`config.mk`:
```
export PLATFORM = sky130hd
export DESIGN_NAME = issue_scheduler
export DESIGN_NICKNAME = d
export VERILOG_FILES = /design/src/rtl/issue_scheduler_pkg.sv /design/src/rtl/issue_scheduler_hazard_compare.sv /design/src/rtl/issue_scheduler.sv
export SDC_FILE = /design/constraint.sdc
export NUM_CORES = 1
export LEC_CHECK = 0
export BUFFER_PORTS_ARGS = -buffer_cell sky130_fd_sc_hd__buf_2
export CORE_AREA = 2 2 103 105
export DETAILED_ROUTE_END_ITERATION = 8
export DIE_AREA = 0 0 105 107
export PLACE_DENSITY = 0.85
export SLEW_MARGIN = 5
export SYNTH_ARGS = -nofsm -noshare
export SYNTH_HDL_FRONTEND = slang
export SYNTH_SLANG_ARGS = --single-unit
```
`constraint.sdc`:
```
create_clock -name clk -period 7.85 [get_ports clk]
set_input_delay 1.57 -clock clk [delete_from_list [all_inputs] [get_ports clk]]
set_output_delay 1.57 -clock clk [all_outputs]
set_load 0.01 [all_outputs]
```
`src/rtl/issue_scheduler_pkg.sv`:
```
// Shared types and encodings for the dual-issue decode-to-execute scheduler.
package issue_scheduler_pkg;
  typedef enum logic {ST_NORMAL = 1'b0, ST_SPLIT = 1'b1} issue_state_e;

  localparam logic [1:0] RES_ALU = 2'b00;
  localparam logic [1:0] RES_MEM = 2'b01;
  localparam logic [1:0] RES_PC4 = 2'b10;

  localparam logic [1:0] LOAD_SRC_ENC = RES_MEM;
  localparam int         NUM_SRC      = 4;  // Rs1, Rs2 (lane1), Rs4, Rs5 (lane2)
endpackage

```
`src/rtl/issue_scheduler_hazard_compare.sv`:
```
// Pure combinational load-use and intra-pair hazard detection.
module hazard_compare
  import issue_scheduler_pkg::*;
#(
  parameter logic [1:0] LOAD_SRC  = LOAD_SRC_ENC,
  parameter int         NUM_LANES = 2
) (
  input  logic [NUM_LANES-1:0]          reg_write_e,
  input  logic [NUM_LANES-1:0][1:0]     result_src_e,
  input  logic [NUM_LANES-1:0][4:0]     rd_e,
  input  logic [NUM_SRC-1:0][4:0]       rs_d,
  input  logic [NUM_SRC-1:0]            use_rs_d,
  input  logic                          reg_write_d1,
  input  logic                          reg_write_d2,
  input  logic [4:0]                    rd_d1,
  input  logic [4:0]                    rd_d2,
  input  logic                          mem_acc_d1,
  input  logic                          mem_acc_d2,
  output logic                          lu_any,
  output logic                          lu_lane2,
  output logic                          pair_haz
);
  logic [NUM_LANES-1:0] load_e;
  logic [NUM_SRC-1:0]   hit;

  for (genvar i = 0; i < NUM_LANES; i++) begin : g_load
    assign load_e[i] = reg_write_e[i] && (result_src_e[i] == LOAD_SRC) && (rd_e[i] != 5'd0);
  end

  for (genvar j = 0; j < NUM_SRC; j++) begin : g_src
    logic [NUM_LANES-1:0] m;
    for (genvar i = 0; i < NUM_LANES; i++) begin : g_ln
      assign m[i] = load_e[i] && (rs_d[j] == rd_e[i]);
    end
    assign hit[j] = use_rs_d[j] && (rs_d[j] != 5'd0) && (|m);
  end

  assign lu_any   = |hit;
  assign lu_lane2 = |hit[3:2];

  // lane2 cannot see lane1's result in the same cycle, nor can the pair share the memory port
  assign pair_haz = (reg_write_d1 && (rd_d1 != 5'd0) &&
                     ((use_rs_d[2] && rs_d[2] == rd_d1) ||
                      (use_rs_d[3] && rs_d[3] == rd_d1) ||
                      (reg_write_d2 && rd_d2 == rd_d1)))
                    || (mem_acc_d1 && mem_acc_d2);
endmodule

```
`src/rtl/issue_scheduler.sv`:
```
// Dual-issue decode-to-execute control: pair/split issue, load-use stall, flush, perf counters.
module issue_scheduler
  import issue_scheduler_pkg::*;
#(
  parameter logic [1:0] LOAD_SRC = LOAD_SRC_ENC,
  parameter int         CNT_W    = 32
) (
  input  logic             clk,
  input  logic             rst,
  input  logic             RegWriteD1,
  input  logic             RegWriteD2,
  input  logic [4:0]       RdD1,
  input  logic [4:0]       RdD2,
  input  logic [4:0]       Rs1D,
  input  logic [4:0]       Rs2D,
  input  logic [4:0]       Rs4D,
  input  logic [4:0]       Rs5D,
  input  logic             UseRs1D,
  input  logic             UseRs2D,
  input  logic             UseRs4D,
  input  logic             UseRs5D,
  input  logic             MemAccD1,
  input  logic             MemAccD2,
  input  logic             RegWriteE1,
  input  logic             RegWriteE2,
  input  logic [1:0]       ResultSrcE1,
  input  logic [1:0]       ResultSrcE2,
  input  logic [4:0]       RdE1,
  input  logic [4:0]       RdE2,
  input  logic             PCSrcE,
  output logic             StallF,
  output logic             StallD,
  output logic             FlushD,
  output logic             en1,
  output logic             en2,
  output logic             rst1,
  output logic             rst2,
  output logic             SplitD,
  output logic [CNT_W-1:0] StallCnt,
  output logic [CNT_W-1:0] SplitCnt,
  output logic [CNT_W-1:0] FlushCnt
);
  issue_state_e state, nxt;
  logic lu_any, lu_lane2, pair_haz;
  logic stall_ev, split_ev, flush_ev;

  hazard_compare #(.LOAD_SRC(LOAD_SRC), .NUM_LANES(2)) u_haz (
    .reg_write_e  ({RegWriteE2, RegWriteE1}),
    .result_src_e ({ResultSrcE2, ResultSrcE1}),
    .rd_e         ({RdE2, RdE1}),
    .rs_d         ({Rs5D, Rs4D, Rs2D, Rs1D}),
    .use_rs_d     ({UseRs5D, UseRs4D, UseRs2D, UseRs1D}),
    .reg_write_d1 (RegWriteD1),
    .reg_write_d2 (RegWriteD2),
    .rd_d1        (RdD1),
    .rd_d2        (RdD2),
    .mem_acc_d1   (MemAccD1),
    .mem_acc_d2   (MemAccD2),
    .lu_any       (lu_any),
    .lu_lane2     (lu_lane2),
    .pair_haz     (pair_haz)
  );

  // Default is a full bubble; each branch only opens what it issues.
  always_comb begin
    StallF   = 1'b0;
    StallD   = 1'b0;
    FlushD   = 1'b0;
    en1      = 1'b0;
    en2      = 1'b0;
    rst1     = 1'b1;
    rst2     = 1'b1;
    SplitD   = (state == ST_SPLIT) && !rst;
    nxt      = state;
    stall_ev = 1'b0;
    split_ev = 1'b0;
    flush_ev = 1'b0;
    if (rst) begin
      nxt = ST_NORMAL;
    end else if (PCSrcE) begin
      FlushD   = 1'b1;
      nxt      = ST_NORMAL;
      flush_ev = 1'b1;
    end else if (state == ST_NORMAL) begin
      if (lu_any) begin
        StallF   = 1'b1;
        StallD   = 1'b1;
        stall_ev = 1'b1;
      end else if (pair_haz) begin
        en1      = 1'b1;
        rst1     = 1'b0;
        StallF   = 1'b1;
        StallD   = 1'b1;
        nxt      = ST_SPLIT;
        split_ev = 1'b1;
      end else begin
        en1  = 1'b1;
        en2  = 1'b1;
        rst1 = 1'b0;
        rst2 = 1'b0;
      end
    end else begin
      if (lu_lane2) begin
        StallF   = 1'b1;
        StallD   = 1'b1;
        stall_ev = 1'b1;
      end else begin
        en2  = 1'b1;
        rst2 = 1'b0;
        nxt  = ST_NORMAL;
      end
    end
  end

  always_ff @(posedge clk) begin
    if (rst) begin
      state    <= ST_NORMAL;
      StallCnt <= '0;
      SplitCnt <= '0;
      FlushCnt <= '0;
    end else begin
      state <= nxt;
      if (stall_ev && !(&StallCnt)) StallCnt <= StallCnt + 1'b1;
      if (split_ev && !(&SplitCnt)) SplitCnt <= SplitCnt + 1'b1;
      if (flush_ev && !(&FlushCnt)) FlushCnt <= FlushCnt + 1'b1;
    end
  end
endmodule

```
# After elaboration in Yosys (flattened, before gate mapping)
# Cells that the tools add are included.
# op_classes
add_sub_neg,3
eq_ne,13
muxes,32
n_reduce_logical,54
# op_table
op,n
"adder 32 x 1 -> 32 bit, second input constant",3
AND reduction 32 bit,3
equality test 5 bit,11
nonzero test 5 bit,7
two-way mux 1 bit,32
logical AND 1 bit,30
OR reduction 2 bit,6
"equality test 2 x 1 -> 1 bit, second input constant",2
zero test 1 bit,4
OR reduction 4 bit,1
logical OR 1 bit,3
# word_totals
regBits,97
out_inout_bits,104

# Depth between registers and ports, before layout
# Gate-level depths: netlist of run 1.
# depth
ltp_word,12
ltp_mapped,11
depth_no_buf,9

# Modules after synthesis
# From an unflattened synthesis of run 1, not the netlist that was laid out.
# unflattened
cells_unflattened,721
area_unflattened_um2,5864.4
# modules_own_cells
module,instances,cells_per_inst,area_each_um2,seq_area_each_um2
issue_scheduler,1,609,5008.6,1941.9
hazard_compare,1,112,855.8,0.0

# Worst setup path after synthesis of run 1
# OpenSTA, ideal clock, no wires.
# synth_timing
path_type,input-to-output
startpoint,input RdE2[3]
endpoint,output rst2
arrival_time_ns,3.696
t_required_ns,6.280
setup_slack_ns,2.584
cell_stages,8
path_buffers,2
path_cell_list,buf_2 or4_4 o2111ai_4 nor4_1 or4_1 buf_2 nor3_1 inv_1
# synth_between
elab_chain_len,10
elab_cells_between_ends,25
cone_classes,eq/ne: 4; mux: 5; reduce/logical: 16
# synth_rtl
item,line,source
start: declaration,issue_scheduler.sv:29,"input logic [4:0] RdE2,"
nonzero test 5 bit,issue_scheduler_hazard_compare.sv:27,assign load_e[i] = reg_write_e[i] && (result_src_e[i] == LOAD_SRC) && (rd_e[i] != 5'd0);
logical AND 1 bit,issue_scheduler_hazard_compare.sv:27,
logical AND 1 bit,issue_scheduler_hazard_compare.sv:33,assign m[i] = load_e[i] && (rs_d[j] == rd_e[i]);
OR reduction 2 bit,issue_scheduler_hazard_compare.sv:35,assign hit[j] = use_rs_d[j] && (rs_d[j] != 5'd0) && (|m);
logical AND 1 bit,issue_scheduler_hazard_compare.sv:35,
OR reduction 4 bit / OR reduction 2 bit (equally long branches),"issue_scheduler_hazard_compare.sv:38, issue_scheduler_hazard_compare.sv:39",
two-way mux 1 bit (on tied branches),"issue_scheduler.sv:85, issue_scheduler.sv:103",
two-way mux 1 bit *,issue_scheduler.sv:84,end else if (state == ST_NORMAL) begin
two-way mux 1 bit *,issue_scheduler.sv:80,end else if (PCSrcE) begin
two-way mux 1 bit *,issue_scheduler.sv:78,if (rst) begin
end: declaration,issue_scheduler.sv:37,"output logic rst2,"
# Mark *: on every way between the ends. The rest lies on a longest branch, timed or not.

# Worst setup path in the final report of run 1
# layout_timing
startpoint,input Rs4D[1]
endpoint,output rst1
# layout_between
elab_chain_len,9
elab_cells_between_ends,13
cone_classes,eq/ne: 2; mux: 4; reduce/logical: 7
# layout_rtl
item,line,source
start: declaration,issue_scheduler.sv:16,"input logic [4:0] Rs4D,"
equality test 5 bit,issue_scheduler_hazard_compare.sv:33,
logical AND 1 bit,issue_scheduler_hazard_compare.sv:33,
OR reduction 2 bit,issue_scheduler_hazard_compare.sv:35,
logical AND 1 bit *,issue_scheduler_hazard_compare.sv:35,
OR reduction 4 bit *,issue_scheduler_hazard_compare.sv:38,assign lu_any = |hit;
two-way mux 1 bit *,issue_scheduler.sv:85,if (lu_any) begin
two-way mux 1 bit *,issue_scheduler.sv:84,
two-way mux 1 bit *,issue_scheduler.sv:80,
two-way mux 1 bit *,issue_scheduler.sv:78,
end: declaration,issue_scheduler.sv:36,"output logic rst1,"
# Marked as above.

==> qor.csv, run 1 <==
metric;value;unit
syn_area;0.00563;mm2
wl;15200;um
nFillCells;922;
die_x;105;um
p_per_area;139;mW/mm2
syn_nets;763;
drt_pre_antenna_iters;5;
crit_slowest_cell;or4_1;
postCtsSetupBuffers;0;
drtIter0Drc;346;
hold_path_class;flip-flop to flip-flop;
min_period_over_period;70.7;%
power;0.926;mW
cp-startpoint;Rs4D[1];
clock_skew;17.0;ps
drc_errors;0;
fin_tns_setup;0;ps
hold_violations;0;
reg2reg_depth;8;
ys_types;53;
p_clk_share;36.4;%
clk_pin_slew;90;ps
nets;901;
cts_tree;built;
grt_pass1_wl;24700;um
avgSynthCellArea;8.01;um2
tightest_slew;975;ps
max_slew_margin;35.0;%
setup_viol;0;
cts_buffer_depth;2;
cts.sinks;97;
regArea;0.00194;mm2
ant_nets;0;
gr-usage-all-layers;26.4;%
rr_startpoint;SplitCnt[16];
path_cells;buf_2 -> or4_1 -> o21ai_0 -> nor4_1 -> or4_1 -> and4b_1 -> inv_1 -> buf_2;
ys_seq_area_share;34.5;%
portBuffers;160;
ios;161;
seqPwrFrac;53.5;%
synth_ff_type;dfxtp_1;
globalRoute.totalOverflow;0;
syn_to_final_growth;18.2;%
mostFrequentLayoutCells;buf_2 (160), dfxtp_1 (97), nor2_1 (70), nand2_1 (55), xnor2_1 (55);
min_from;StallCnt[30];
drive_gt1_share;23.3;%
numCtsBuffers;9;
wl_per_cell;15.5;um
max_clock_freq;0.180;GHz
netlist_instances;703;
crit_required;6280;ps
critPathArrivalTime;3980;ps
insertedDiodeCount;0;
critPathMaxFanout;7;
rsz0062_at_grt;no;
synth_warnings;0;
die_h;107;um
start_util;55.8;%
ctsResizeCount;0;
swShare;26.2;%
maxSlewViolCount;0;
routed-via-count;5737;
path_class;input pin to output port;
final_common_cell;buf_2;
htree_num_levels;3;
ys_ff_latch;97;
p_int;0.683;mW
cap_viol_max_count;0;
outcome;completed;
antenna_found_initial;0;
die-area;0.0112;mm2
gp_congestion;0.920;
rows;37;
post-route-min-period;5550;ps
core_area;0.0101;mm2
async_flop_share;0;%
via_per_inst;5.84;
endpoint;rst1;
worstReg2RegEnd;SplitCnt[14];
grt_pass1_vias;5372;
pwr-share-comb;10.1;%
grt_max_degree;67;
p_sw;0.243;mW
p_leak;2.55;nW
end_kind;output port;
cts-root-buf;clkbuf_8;
hpwlAfterDp;11500;um
cp-start-kind;input pin;
multi_input_area;0.00345;mm2
holdBufCountCts;0;
synth_edf_count;0;
clk-insertion-delay-late;370;ps
slowest_delay;640;ps
max-vdd-ir-drop;0.000137;V
r2r_slack;4810;ps
==> synth_stat cells, types with 4 or more instances <==
cell,count,area [um2]
a21oi_1,46,230
a31o_2,4,35.0
and2_1,5,31.3
and3_1,10,62.6
and4_1,9,78.8
buf_2,7,35.0
clkbuf_1,23,86.3
dfxtp_1,97,1940
inv_1,20,75.1
mux2_1,5,56.3
nand2_1,55,206
nand3_1,54,270
nand4_1,20,125
nor2_1,70,263
nor2b_1,8,50.1
nor3_1,9,45.0
nor4_1,25,156
o21a_1,7,52.6
o21ai_0,18,90.1
o21ai_1,12,60.1
o31ai_1,18,135
or2_2,5,31.3
or3_1,22,138
or4_1,26,195
xnor2_1,55,482
xor2_1,34,298
==> state kept, by name, summed over array words and instances (netlist names) <==
signal    cells
SplitCnt     32
FlushCnt     32
StallCnt     32
state         1
==> power by group through the flow <==
stage / clock network [mW] / registers [mW] / logic, mW
after global placement: 0 / 0.507 / 0.0900
after global routing: 0.363 / 0.496 / 0.100
final: 0.337 / 0.495 / 0.0931
after floorplan: 0 / 0.507 / 0.0574
after detailed placement: 0 / 0.507 / 0.0920
after CTS: 0.342 / 0.495 / 0.0923
==> how the worst min path moves through the flow <==
stage	endpoint	slack [ps]	depth (start not counted)
finish	StallCnt[30]	500	2
global route	StallCnt[19]	530	2
CTS	StallCnt[30]	500	2
detailed placement	StallCnt[30]	480	2
global placement	StallCnt[5]	470	2
floorplan	StallCnt[30]	500	2
==> critical path, delay by kind of cell <==
kind | cells | cell delay [ps]
buffers and inverters | 3 | 340
AO/OA/AOI/OAI | 1 | 350
AND/OR/NAND/NOR | 4 | 1730
==> layout make-up <==
cell class | count | share of cell area (%)
timing repair buffer | 162 | 12.3
clock inverter | 6 | 1.15
inverter | 20 | 1.13
tap | 136 | 2.56
sequential | 97 | 29.2
clock buffer | 10 | 1.92
multi-input combinational | 551 | 51.8
==> cells by family (layout without fill, tap and decap cells) <==
group           count (synthesis)  after routing  share of synthesized area [%]
simple gates                  328            328                           31.1
compound gates                122            122                           13.8
flops                          97             97                           34.5
xor+xnor                       89             89                           13.8
buf+inv                        55            198                           4.29
mux                             9              9                           1.78
fa+ha+maj                       3              3                          0.667
==> stage by stage <==
step / setup WS, ps / util [%] / instances / hold WS (ps) / cell area (um2)
after floorplan: 2580 / - / 703 / 503 / 5630
after global placement: 2380 / 63.9 / 966 / 468 / 6450
after CTS: 2330 / 65.9 / 982 / 501 / 6660
final: 2300 / 65.9 / 982 / 499 / 6660
after detailed placement: 2340 / 63.9 / 966 / 485 / 6450
after global routing: 2150 / 65.9 / 982 / 526 / 6660
==> routing by layer <==
metal / vias to the layer above / part of all wire [%] / wire length [um] / global-route usage [%]
li1: 2808 / - / - / -
met1: 2719 / 43 / 6460 / 32.7
met2: 188 / 49 / 7490 / 46.7
met3: 22 / 6.1 / 928 / 4.38
met4: 0 / 2.0 / 310 / 8.95
met5: - / 0 / 0 / 0
Note: power is estimated with default switching activity, not from simulation.
==> run 2, diff against run 1 <==
--- a/config.mk
+++ b/config.mk
@@ -6,10 +6,10 @@
 export NUM_CORES = 1
 export LEC_CHECK = 0
 export BUFFER_PORTS_ARGS = -buffer_cell sky130_fd_sc_hd__buf_2
-export CORE_AREA = 2 2 103 105
+export CORE_AREA = 2 2 107 109
 export DETAILED_ROUTE_END_ITERATION = 8
-export DIE_AREA = 0 0 105 107
-export PLACE_DENSITY = 0.85
+export DIE_AREA = 0 0 109 111
+export PLACE_DENSITY = 0.79
 export SLEW_MARGIN = 5
 export SYNTH_ARGS = -nofsm -noshare
 export SYNTH_HDL_FRONTEND = slang
==> constraint.sdc (replaced) <==
create_clock -name clk -period 5.2 [get_ports clk]
set_input_delay 1.04 -clock clk [delete_from_list [all_inputs] [get_ports clk]]
set_output_delay 1.04 -clock clk [all_outputs]
set_load 0.01 [all_outputs]
==> qor.csv, run 2 (synthesis results as in run 1) <==
metric;value;unit;change
clk_pin_slew;70;ps;-20 ps
core_area;0.0111;mm2;+9.8%
routed-via-count;5630;;-1.9%
cpLargestDelayFamily;simple AND/OR/NAND/NOR gates;;
power;1.54;mW;+67%
cap_viol_max_count;0;;unchanged
wl;14100;um;-7.2%
instances_no_fill;989;;+0.71%
p_per_area;229;mW/mm2;+64%
setup_viol;0;;unchanged
holdBufCountCts;0;;unchanged
maxSlewViolCount;0;;unchanged
start_util;50.8;%;-5.0 points
slowest_delay;680;ps;+40 ps
critPathArrivalTime;3470;ps;-510 ps
htree_num_levels;3;;unchanged
antenna_found_initial;0;;unchanged
crit_required;4160;ps;-2120 ps
rr_startpoint;SplitCnt[4];;
rows;39;;+5.4%
gr-usage-all-layers;23.4;%;-3.1 points
cts_buffer_depth;2;;unchanged
die_x;109;um;+3.8%
grt_pass1_wl;23300;um;-5.6%
die_h;111;um;+3.7%
mostFrequentLayoutCells;buf_2 (160), dfxtp_1 (97), nor2_1 (70), nand2_1 (55), xnor2_1 (55);;
drtIter0Drc;326;;-5.8%
dpl.cell_count;974;;+0.83%
die-area;0.0121;mm2;+7.7%
reg2reg_depth;8;;unchanged
via_per_inst;5.69;;-2.6%
holdPathEnd;StallCnt[19];;
max_clock_freq;0.222;GHz;
fin_util;61.0;%;-5.0 points
portBuffers;160;;unchanged
path_cells;buf_2 -> or4_4 -> o2111ai_4 -> nor4_1 -> or4_1 -> and4b_1 -> inv_1 -> buf_2;;
worstReg2RegEnd;SplitCnt[17];;
hold_violations;0;;unchanged
drc_errors;0;;unchanged
ctsResizeCount;0;;unchanged
multi_input_area;0.00345;mm2;unchanged
crit_slowest_cell;or4_1;;
final_common_cell;buf_2;;
cts-root-buf;clkbuf_16;;
rsz0062_at_grt;no;;
globalRoute.totalOverflow;0;;unchanged
postCtsSetupBuffers;0;;unchanged
wl_per_cell;14.3;um;-7.8%
cp_num_buf_inv;3;;unchanged
cts.sinks;97;;unchanged
min_period_over_period;86.8;%;
ant_nets;0;;unchanged
cp-start-kind;input pin;;
hold_ws;496;ps;-3.23 ps
cts_tree;built;;
largestRegisters;FlushCnt: 32 flops, SplitCnt: 32 flops, StallCnt: 32 flops;;
drive_gt1_share;23.2;%;-0.12 points
insertedDiodeCount;0;;unchanged
ios;161;;unchanged
post-route-min-period;4510;ps;
min_path_cells;2;;unchanged
tightest_slew;958;ps;-16.9 ps
path_class;input pin to output port;;
hpwlAfterDp;10500;um;-9.0%
fin_tns_setup;0;ps;unchanged
r2r_slack;2250;ps;-2560 ps
max_slew_margin;36.1;%;+1.1 points
max-vdd-ir-drop;0.000130;V;-5.5%
regArea;0.00194;mm2;unchanged
clk-insertion-delay-late;340;ps;-30 ps
hold_path_class;flip-flop to flip-flop;;
p_leak;2.59;nW;+1.6%
gp_congestion;0.917;;-0.39%
end_kind;output port;;
grt_pass1_vias;5001;;-6.9%
cp_common_cell;buf_2;;
clock_skew;9.22;ps;-7.76 ps
grt_max_degree;92;;+37%
drt_pre_antenna_iters;4;;-1
outcome;completed;;
nFillCells;997;;+8.1%
min_from;StallCnt[19];;
critPathMaxFanout;7;;unchanged
syn_to_final_growth;19.9;%;
numCtsBuffers;9;;unchanged
nets;902;;+0.11%
## run 2: cell types whose count changed in the layout (fill, tap and decap cells not counted)
cell,before,now
clkbuf_16,0,9
clkinv_4,1,0
inv_6,0,1
clkbuf_8,9,0
clkbuf_1,1,2
buf_4,2,3
inv_8,2,0
## run 2: power breakdown
group / internal (mW) / total [mW] / switching (mW)
sequential: 0.745 / 0.748 / 0.00319
clock: 0.373 / 0.657 / 0.285
combinational: 0.0562 / 0.139 / 0.0831
## run 2: metrics by stage
stage | instance area (um2) | worst slack [ps]
3_5_place_dp | 6470 | 712
3_3_place_gp | 6470 | 728
6_report | 6750 | 687
4_1_cts | 6750 | 710
5_1_grt | 6750 | 567
2_1_floorplan | 5630 | 994
## run 2: worst max-delay path by stage
stage	start	endpoint	slack (ps)	cells past startpoint
after CTS	RdE1[0]	rst1	710	8
after detailed placement	RdE1[0]	rst1	710	8
after global routing	Rs4D[1]	rst1	570	8
final	RdE2[0]	rst1	690	8
after floorplan	RdE2[3]	rst2	990	8
after global placement	RdE1[0]	rst1	730	8
## run 2: per-layer routing
metal	global-route usage, %	vias to the layer above	routed length, um
met3	4.53	31	783
met4	7.86	0	321
met2	37.8	178	6670
li1	-	2813	-
met5	0	-	0
met1	31.0	2608	6330
## run 2: layout make-up
class                      count  share of cell area [%]
clock inverter                 4                   0.797
timing repair buffer         163                    12.2
tap                          143                    2.65
clock buffer                  11                    3.45
sequential                    97                    28.8
inverter                      20                    1.11
multi-input combinational    551                    51.1
## run 2: worst reg2reg max path: stages (launching register included)
cell       delay, ps
dfxtp_1          410
nand4_1          200
or2_2            370
nor4_1           790
nand2_1          290
o2111ai_1        290
nor3_2           130
a311o_1          370
nand2_1           50
==> run 3, diff against run 2 <==
==> constraint.sdc (replaced) <==
create_clock -name clk -period 5.2 [get_ports clk]
set_input_delay 1.04 -clock clk [delete_from_list [all_inputs] [get_ports clk]]
set_output_delay 1.04 -clock clk [all_outputs]
set_load 0.1 [all_outputs]
==> qor.csv, run 3 (synthesis results as in run 1) <==
metric;value;unit;change
grt_pass1_vias;4945;;-1.1%
max_slew_margin;36.1;%;-0.051 points
final_common_cell;buf_2;;
start_util;50.8;%;unchanged
gr-usage-all-layers;23.3;%;-0.085 points
instances_no_fill;992;;+0.30%
setup_viol;0;;unchanged
max-vdd-ir-drop;0.000198;V;+52%
postPlaceCellArea;0.00650;mm2;+0.44%
gp_congestion;0.872;;-4.9%
clk_pin_slew;60;ps;about the same
postCtsSetupBuffers;0;;unchanged
fin_area;0.00682;mm2;+0.91%
core_area;0.0111;mm2;unchanged
cp-startpoint;Rs4D[1];;
end_kind;output port;;
numCtsBuffers;9;;unchanged
power;1.63;mW;+5.7%
ios;161;;unchanged
nets;904;;+0.22%
largestRegisters;FlushCnt: 32 flops, SplitCnt: 32 flops, StallCnt: 32 flops;;
p_leak;2.62;nW;+1.4%
die-area;0.0121;mm2;unchanged
routed-via-count;5609;;-0.37%
rows;39;;unchanged
outcome;completed;;
rr_startpoint;SplitCnt[3];;
path_class;input pin to output port;;
htree_num_levels;3;;unchanged
die_h;111;um;unchanged
min_period_over_period;89.8;%;+3.0 points
dpl.cell_count;976;;+0.21%
clock_skew;11.7;ps;+2.44 ps
cts_buffer_depth;2;;unchanged
portBuffers;160;;unchanged
drt_pre_antenna_iters;4;;unchanged
p_per_area;240;mW/mm2;+4.8%
hpwlAfterDp;10500;um;+0.19%
insertedDiodeCount;0;;unchanged
drtIter0Drc;387;;+19%
cts_tree;built;;
ant_nets;0;;unchanged
wl_per_cell;14.3;um;about the same
min_from;SplitCnt[6];;
grt_pass1_wl;23300;um;about the same
dp_slack;537;ps;-175 ps
r2r_slack;2190;ps;-60 ps
cts.sinks;97;;unchanged
globalRoute.totalOverflow;0;;unchanged
hold_path_class;flip-flop to flip-flop;;
syn_to_final_growth;21.0;%;
antenna_found_initial;0;;unchanged
grt_max_degree;57;;-38%
max_clock_freq;0.214;GHz;-3.4%
cp-start-kind;input pin;;
worst_slack;530;ps;-158 ps
cap_viol_max_count;0;;unchanged
drc_errors;0;;unchanged
clk-insertion-delay-late;340;ps;about the same
ctsResizeCount;0;;unchanged
cts-root-buf;clkbuf_16;;
hold_violations;0;;unchanged
nFillCells;1013;;+1.6%
critPathArrivalTime;3630;ps;+160 ps
die_x;109;um;unchanged
via_per_inst;5.65;;-0.67%
mostFrequentLayoutCells;buf_2 (160), dfxtp_1 (97), nor2_1 (69), nand2_1 (55), xnor2_1 (55);;
drive_gt1_share;23.9;%;+0.74 points
crit_required;4160;ps;about the same
critPathMaxFanout;5;;-2
fin_tns_setup;0;ps;unchanged
tightest_slew;950;ps;-7.99 ps
holdBufCountCts;0;;unchanged
wl;14200;um;+0.35%
post-route-min-period;4670;ps;+158 ps
maxSlewViolCount;0;;unchanged
rsz0062_at_grt;no;;
run 3: cell count changes in the layout (fill, tap and decap cells not counted):
cell	previous run	this run
buf_4	3	5
bufinv_16	1	2
clkbuf_1	2	0
clkinv_2	0	3
clkinvlp_4	2	1
inv_6	1	0
inv_8	0	1
nor2_1	70	69
nor2_2	0	1
nor3_1	9	8
nor3_4	0	1
run 3: cell type report:
type / instances / area, um2 / share of cell area [%]
clock buffer: 9 / 225 / 3.30
timing repair buffer: 165 / 838 / 12.3
inverter: 20 / 75.1 / 1.10
tap: 143 / 179 / 2.63
multi-input combinational: 551 / 3460 / 50.8
sequential: 97 / 1940 / 28.5
clock inverter: 7 / 93.8 / 1.38
run 3: worst paths after layout:
path	to	cells past startpoint
min reg2reg	SplitCnt[6]	2
max	en1	7
min	SplitCnt[6]	2
max reg2reg	SplitCnt[17]	8
run 3: stage by stage:
stage | hold WS, ps | utilization, %
after floorplan | 521 | -
after global placement | 482 | 58.6
after detailed placement | 484 | 58.6
after CTS | 496 | 61.5
after global routing | 505 | 61.5
final | 494 | 61.5
run 3: power by group:
group,switching (mW),leakage [nW],internal (mW)
sequential,0.00337,0.781,0.745
combinational,0.117,1.68,0.0572
clock,0.288,0.157,0.422
total,0.409,2.62,1.22
run 3: critical path: stages:
cell and delay [ps]:
buf_2 130, or4_1 500, o21ai_0 340, nor4_1 140, or4_1 540, and4b_1 440, buf_2 480
run 3: metal layers:
layer / vias up / wire (um) / GRT usage, %
met4: 0 / 116 / 5.30
li1: 2829 / - / -
met2: 142 / 6640 / 37.3
met3: 10 / 781 / 5.53
met5: - / 0 / 0
met1: 2628 / 6620 / 31.7
